===== config.mk =====
export PLATFORM = sky130hd
export DESIGN_NAME = saa_sample_accumulator_flat
export DESIGN_NICKNAME = d
export VERILOG_FILES = /design/src/rtl/saa_sample_accumulator_if.sv /design/src/rtl/saa_sample_accumulator.sv /design/src/flat_wrapper.sv
export SDC_FILE = /design/constraint.sdc
export NUM_CORES = 1
export LEC_CHECK = 0
export CORE_MARGIN = 2
export CORE_UTILIZATION = 47
export DETAILED_ROUTE_END_ITERATION = 12
export PLACE_DENSITY_LB_ADDON = 0.05
export REMOVE_ABC_BUFFERS = 1
export SKIP_LAST_GASP = 1
export SLEW_MARGIN = 5
export SYNTH_ARGS = -nofsm -noshare
export SYNTH_HDL_FRONTEND = slang
export SYNTH_SLANG_ARGS = --single-unit

===== constraint.sdc =====
create_clock -name clk -period 2.6 [get_ports clk]
set_input_delay 0.65 -clock clk [delete_from_list [all_inputs] [get_ports clk]]
set_output_delay 0.65 -clock clk [all_outputs]
set_load 0.05 [all_outputs]

===== src/rtl/saa_sample_accumulator_if.sv =====
// saa_sample_accumulator_if: tick/amplitude inputs and sample outputs of the channel accumulator
interface saa_sample_accumulator_if #(parameter int NCHAN = 6);
  logic sample_tick;
  logic sound_en;
  logic [NCHAN-1:0] chan_on;
  logic [4*NCHAN-1:0] amp_l;
  logic [4*NCHAN-1:0] amp_r;
  logic [7:0] saa_left;
  logic [7:0] saa_right;
  logic sample_valid;
  logic busy;
  logic overrun;
  modport master (
    output sample_tick, sound_en, chan_on, amp_l, amp_r,
    input saa_left, saa_right, sample_valid, busy, overrun
  );
  modport slave (
    input sample_tick, sound_en, chan_on, amp_l, amp_r,
    output saa_left, saa_right, sample_valid, busy, overrun
  );
endinterface


===== src/rtl/saa_sample_accumulator.sv =====
// saa_sample_accumulator: time-multiplexed sum of channel amplitudes into saturated 8-bit left/right samples
module saa_sample_accumulator #(
  parameter int NCHAN = 6,
  parameter int GAIN_SHIFT = 1
) (
  input logic clk,
  input logic reset,
  saa_sample_accumulator_if.slave bus
);
  localparam int AW = $clog2(NCHAN * 15 + 1);
  localparam int SW = (AW + GAIN_SHIFT > 8) ? AW + GAIN_SHIFT : 8;
  localparam int IW = (NCHAN > 1) ? $clog2(NCHAN) : 1;
  typedef enum logic [1:0] {IDLE, ACC, OUT} state_t;
  state_t state, state_n;
  logic [IW-1:0] idx;
  logic [AW-1:0] acc_l, acc_r;
  logic snap_en;
  logic [NCHAN-1:0] snap_on;
  logic [4*NCHAN-1:0] snap_l, snap_r;
  logic on;
  logic [3:0] lane_l, lane_r;
  logic [SW-1:0] sh_l, sh_r;
  assign on = snap_en & snap_on[idx];
  assign lane_l = on ? snap_l[4*idx +: 4] : 4'd0;
  assign lane_r = on ? snap_r[4*idx +: 4] : 4'd0;
  assign sh_l = SW'(acc_l) << GAIN_SHIFT;
  assign sh_r = SW'(acc_r) << GAIN_SHIFT;
  always_comb begin
    state_n = state;
    state_n = state == IDLE ? (bus.sample_tick ? ACC : IDLE)
            : state == ACC ? (idx == IW'(NCHAN - 1) ? OUT : ACC)
            : IDLE;
  end
  always_ff @(posedge clk) state <= reset ? IDLE : state_n;
  always_ff @(posedge clk) begin
    if (reset) begin
      idx <= '0;
      acc_l <= '0;
      acc_r <= '0;
      snap_en <= 1'b0;
      snap_on <= '0;
      snap_l <= '0;
      snap_r <= '0;
      bus.saa_left <= 8'd0;
      bus.saa_right <= 8'd0;
      bus.sample_valid <= 1'b0;
      bus.busy <= 1'b0;
      bus.overrun <= 1'b0;
    end else begin
      bus.sample_valid <= 1'b0;
      bus.overrun <= bus.sample_tick & bus.busy;
      if (state == IDLE && bus.sample_tick) begin
        snap_en <= bus.sound_en;
        snap_on <= bus.chan_on;
        snap_l <= bus.amp_l;
        snap_r <= bus.amp_r;
        acc_l <= '0;
        acc_r <= '0;
        idx <= '0;
        bus.busy <= 1'b1;
      end
      if (state == ACC) begin
        acc_l <= acc_l + AW'(lane_l);
        acc_r <= acc_r + AW'(lane_r);
        idx <= idx + 1'b1;
      end
      if (state == OUT) begin
        bus.saa_left <= sh_l > SW'(255) ? 8'hff : sh_l[7:0];
        bus.saa_right <= sh_r > SW'(255) ? 8'hff : sh_r[7:0];
        bus.sample_valid <= 1'b1;
        bus.busy <= 1'b0;
      end
    end
  end
endmodule


===== src/flat_wrapper.sv =====
// flat-port wrapper written by rule: the top's interface ports become plain ports
module saa_sample_accumulator_flat 
#(
  parameter int NCHAN = 6,
  parameter int GAIN_SHIFT = 1
)
  (clk, reset, bus_sample_tick, bus_sound_en, bus_chan_on, bus_amp_l, bus_amp_r, bus_saa_left, bus_saa_right, bus_sample_valid, bus_busy, bus_overrun);
  saa_sample_accumulator_if #(.NCHAN(NCHAN)) bus_i ();
  input logic clk;
  input logic reset;
  input wire logic [$bits(bus_i.sample_tick)-1:0] bus_sample_tick;
  input wire logic [$bits(bus_i.sound_en)-1:0] bus_sound_en;
  input wire logic [$bits(bus_i.chan_on)-1:0] bus_chan_on;
  input wire logic [$bits(bus_i.amp_l)-1:0] bus_amp_l;
  input wire logic [$bits(bus_i.amp_r)-1:0] bus_amp_r;
  output wire logic [$bits(bus_i.saa_left)-1:0] bus_saa_left;
  output wire logic [$bits(bus_i.saa_right)-1:0] bus_saa_right;
  output wire logic [$bits(bus_i.sample_valid)-1:0] bus_sample_valid;
  output wire logic [$bits(bus_i.busy)-1:0] bus_busy;
  output wire logic [$bits(bus_i.overrun)-1:0] bus_overrun;
  assign bus_i.sample_tick = bus_sample_tick;
  assign bus_i.sound_en = bus_sound_en;
  assign bus_i.chan_on = bus_chan_on;
  assign bus_i.amp_l = bus_amp_l;
  assign bus_i.amp_r = bus_amp_r;
  assign bus_saa_left = bus_i.saa_left;
  assign bus_saa_right = bus_i.saa_right;
  assign bus_sample_valid = bus_i.sample_valid;
  assign bus_busy = bus_i.busy;
  assign bus_overrun = bus_i.overrun;
  saa_sample_accumulator #(.NCHAN(NCHAN), .GAIN_SHIFT(GAIN_SHIFT)) u_core (.clk(clk), .reset(reset), .bus(bus_i));
endmodule

# == Yosys cells after proc, flatten, opt, wreduce, memory -nomap -nowiden ==
# Cells that the tools add are included.
# word_totals
mem_bits_ro,0
reg_bits,93
ram_bits,0
memories,0
latchBits,0
word_cells,46
output_inout_bits,19
input_bits,58
# op_classes
shifts,2
n_eq_ne,3
multipliers,0
n_lt_le_gt_ge,3
n_bitwise,2
reduce_logical,4
div,0
add_sub_neg,3
muxes,16
# op_table
cell,n
indexed part select 24 x 6 -> 4 bit,2
2-to-1 mux 7 bit,3
greater-than comparator 8 bit (second input constant),2
2-to-1 mux 8 bit,2
adder 7 x 4 -> 7 bit,2
2-to-1 mux 4 bit,2
2-to-1 mux 2 bit,3
2-to-1 mux 3 bit,2
less-than comparator 3 x 4 -> 1 bit (second input constant),1
adder 3 x 1 -> 3 bit (second input constant),1
binary-select mux 1 bit (select 3 bit),1
equality test 3 bit (second input constant),1
2-to-1 mux 1 bit,3
bitwise AND 1 bit,2
equality test 2 x 1 -> 1 bit (second input constant),1
equality test 2 bit (second input constant),1
zero test 2 bit,1
nonzero test 2 bit,1
OR reduction 2 bit,1
logical AND 1 bit,1

# == Longest topological paths before layout ==
# logic_depth
ltp_word,6
depth_mapped,12
mapped_depth_nobuf,10

# == Worst setup path before layout ==
# No wires, ideal clock.
# synth_path
path_kind,register -> register
start,register u_core.idx[0]
end,register u_core.acc_l[6]
setup_time_ns,0.132
required_ns,2.468
path_slack_ns,-0.005
t_arrival_ns,2.472
stages_incl_launch_ff,11
n_path_buf,0
synth_period_minus_slack_ns,2.605
path_cell_list,dfxtp_1 -> mux4_2 -> and2_4 -> o21ai_4 -> nor2_1 -> ha_1 -> fa_1 -> a21o_1 -> a21oi_1 -> or3_1 -> a21oi_1
# synth_between
elab_chain_cells,6
word_cells_on_any_way,7
classes_between,1 x add/sub; 1 x shift; 4 x mux; 1 x bitwise
# synth_lines
element,line_no,text
"start, declared",saa_sample_accumulator.sv:15,logic [IW-1:0] idx;
"start signal, assigned",saa_sample_accumulator.sv:65,idx <= idx + 1'b1;
branches (longest 3 deep; another with indexed part select 24 x 6 -> 4 bit),-,
2-to-1 mux 4 bit (*),saa_sample_accumulator.sv:24,assign lane_l = on ? snap_l[4*idx +: 4] : 4'd0;
adder 7 x 4 -> 7 bit (*),saa_sample_accumulator.sv:63,acc_l <= acc_l + AW'(lane_l);
2-to-1 mux 7 bit (*),saa_sample_accumulator.sv:62,if (state == ACC) begin
"end signal, assigned",saa_sample_accumulator.sv:63,
"end, declared",saa_sample_accumulator.sv:16,"logic [AW-1:0] acc_l, acc_r;"
# Every way passes the cells marked *. The select of a mux whose other input is x is not followed.
# A chain may end at the register's enable or synchronous reset.

# == Worst setup path in the final report ==
# layout_path
start,register u_core.idx[0]
end,register u_core.acc_r[6]
# layout_between
elab_chain_cells,6
word_cells_on_any_way,7
classes_between,1 x add/sub; 1 x shift; 4 x mux; 1 x bitwise
# layout_lines
element,line_no,text
branches (longest 3 deep; another with indexed part select 24 x 6 -> 4 bit),-,
2-to-1 mux 4 bit (*),saa_sample_accumulator.sv:25,assign lane_r = on ? snap_r[4*idx +: 4] : 4'd0;
adder 7 x 4 -> 7 bit (*),saa_sample_accumulator.sv:64,acc_r <= acc_r + AW'(lane_r);
2-to-1 mux 7 bit (*),saa_sample_accumulator.sv:62,
"end signal, assigned",saa_sample_accumulator.sv:64,
"end, declared",saa_sample_accumulator.sv:16,
# Marks and branches as above.

==> impl_metrics.yaml <==
outcome:
  status: "complete, no violations"
routing:
  first_iter_violations: 99
  drc: 0
  dr.pass1.iters: 4
  wirelength_um: 8810
  detail_route.vias_per_cell: 5.13
  antenna_left: 0
  wl_per_cell_um: 13.2
  vias: 3429
grt:
  grt_max_degree: 69
  grt_pass1_vias: 3058
  grt_overflow_total: 0
  grt_pass1_wl_um: 13900
  grt.total_usage: 0.195
  antenna_found_initial: 0
die:
  chipHeight_um: 95.9
  chipWidth_um: 95.9
  dieArea_sq_um: 9200
  num_io_pins: 77
  start_util: 0.483
  core-area_sq_um: 8220
  row_count: 33
clock_tree:
  cts.reportedPaths.clkPinSlew_ps: 90
  cts_buffers: 9
  cts_hold_buf: 0
  cts.sinks: 91
  clock_latency_ps: 360
  cts_root_buffer: "clkbuf_8"
  cts_max_level: 3
  cts_tree: "done"
  cts_buffer_depth: 2
timing:
  hold_viol: 0
  rsz0062_at_grt: "true"
  min_period_ps: 2550
  worst_slew_pin_slew_ps: 597
  finalCritPeriodShare: 0.982
  slew_viol_final: 0
  tns_ps: 0
  setup_violations: 0
  max_slew_margin: 0.602
  fmax_mhz: 392
  skew_ps: 12.2
setup_path:
  endpoint_kind: "flip-flop"
  cp-start-kind: "flip-flop"
  worst_ep_arrival_time_ps: 2840
  path_max_fanout: 5
  required_ps: 2890
  critical_path_class: "flip-flop to flip-flop"
logic_synthesis:
  ys_top_cells_by_area: "dfxtp_1 (46%), nand2_1 (14%), a21oi_1 (12%)"
  async_flop_share: 0
  ys_ff_latch: 91
  avgSynthCellArea_sq_um: 8.26
  ys_top_cells_by_count: "nand2_1 (151), a21oi_1 (97), dfxtp_1 (91)"
  ys_warn_count: 0
  synth.top_cell.area_share: 0.459
  synth-seq-area-share: 0.459
  synth_edf_count: 0
  syn-instance-count: 481
  synth_area_leader_cell: "dfxtp_1"
  synthFlopType: "dfxtp_1"
  yosysMostFrequentCell: "nand2_1"
  syn-cell-area_sq_um: 3970
  synth_cell_types: 37
pwr:
  power.density_nw_per_um2: 562
  vdd_ir_drop_max_mv: 0.277
  power_uw: 2910
  p_leak_uw: 0.00190
placement:
  port_buffers: 74
  gp_congestion: 0.806
  post-dp-hpwl_um: 6200
cells_and_area:
  area_growth_pct: 30.4
  multi_input_area_sq_um: 2030
  fin_nets: 628
  nFillCells: 747
  insertedDiodeCount: 0
  seq_area_sq_um: 1830
  drive_above_1_share: 0.115
worst_hold_path:
  hold_class: "flip-flop to flip-flop"
job:
  maxCapViolations: 0
==> critical path: stages, from the launching register on <==
cell and delay, ps:
dfxtp_4 370, mux4_2 500, and2_4 160, o21ai_4 190
buf_4 140, nor2_1 60, ha_1 380, a21o_1 150
a21oi_2 60, or3_1 340, a21oi_1 130
==> cells by family after synthesis <==
kind of cell	after synthesis	share of synthesized area
mux	18	0.0756
flops	91	0.459
other cells	1	0.000944
compound gates	115	0.159
fa+ha+maj	12	0.0416
buf+inv	36	0.0466
simple gates	204	0.209
xor+xnor	4	0.00882
==> what timing repair did <==
action | in CTS | in global routing
setup endpoints to repair | 6 | 7
buffers inserted | 0 | 3
resized for setup | 6 | 14
pin swaps | 0 | 14
==> path summary, 6_finish.rpt <==
kind / startpoint / endpoint / slack [ps] / depth (start not counted)
setup / recovery: u_core.idx[0] / u_core.acc_r[6] / 50 / 10
hold / removal: u_core.bus.busy / u_core.bus.overrun / 450 / 2
setup reg to reg: u_core.idx[0] / u_core.acc_r[6] / 50 / 10
hold reg to reg: u_core.bus.busy / u_core.bus.overrun / 450 / 2
==> flip-flops by register name, summed over array words and instances, names as in the netlist <==
register and cells:
u_core.snap_r 24, u_core.bus.overrun 1, u_core.snap_en 1, u_core.snap_l 24
u_core.acc_l 7, u_core.acc_r 7, u_core.bus.saa_left 7, u_core.bus.sample_valid 1
u_core.idx 3, u_core.state 2, u_core.snap_on 6, u_core.bus.busy 1
u_core.bus.saa_right 7
==> report_power, final <==
group / switching, uW / internal, uW
logic: 175 / 174
registers: 32.3 / 1450
clock network: 504 / 574
total: 711 / 2200
==> layout by cell type (no fill, tap or decap), types with 3 or more instances in the layout <==
master,Yosys,final
mux2i_1,9,9
dfxtp_1,91,90
clkdlybuf4s50_1,0,73
nand3_1,9,9
nor3_1,3,3
o211ai_1,6,6
a21oi_1,97,94
or3_1,6,6
mux4_2,7,8
nand2_1,151,151
clkbuf_8,0,10
ha_1,10,7
a21o_1,4,4
buf_4,6,20
nor2_1,26,24
==> cell type report <==
type / count / area share
Timing Repair Buffer: 98 / 0.183
Inverter: 3 / 0.00217
Clock inverter: 5 / 0.0164
Clock buffer: 11 / 0.0273
Tap cell: 105 / 0.0254
Sequential cell: 91 / 0.353
Multi-Input combinational cell: 355 / 0.393
==> metal layers <==
metal | global-route usage | routed length [um] | vias to the layer above
li1 | - | - | 1770
met1 | 0.249 | 4090 | 1549
met2 | 0.319 | 4100 | 89
met3 | 0.0352 | 399 | 21
met4 | 0.0917 | 219 | 0
met5 | 0 | 0 | -
==> through the flow <==
step	area (sq um)	setup slack [ps]	std cells	utilization	hold WS, ps
2_1_floorplan	3800	-663	449	-	425
3_3_place_gp	4860	-45.3	649	0.591	434
3_5_place_dp	4860	-129	649	0.591	434
4_1_cts	5110	-1.34	665	0.622	454
5_1_grt	5180	-78.3	668	0.630	471
6_report	5180	47.2	668	0.630	454
Power figures use the tool's default switching activity.
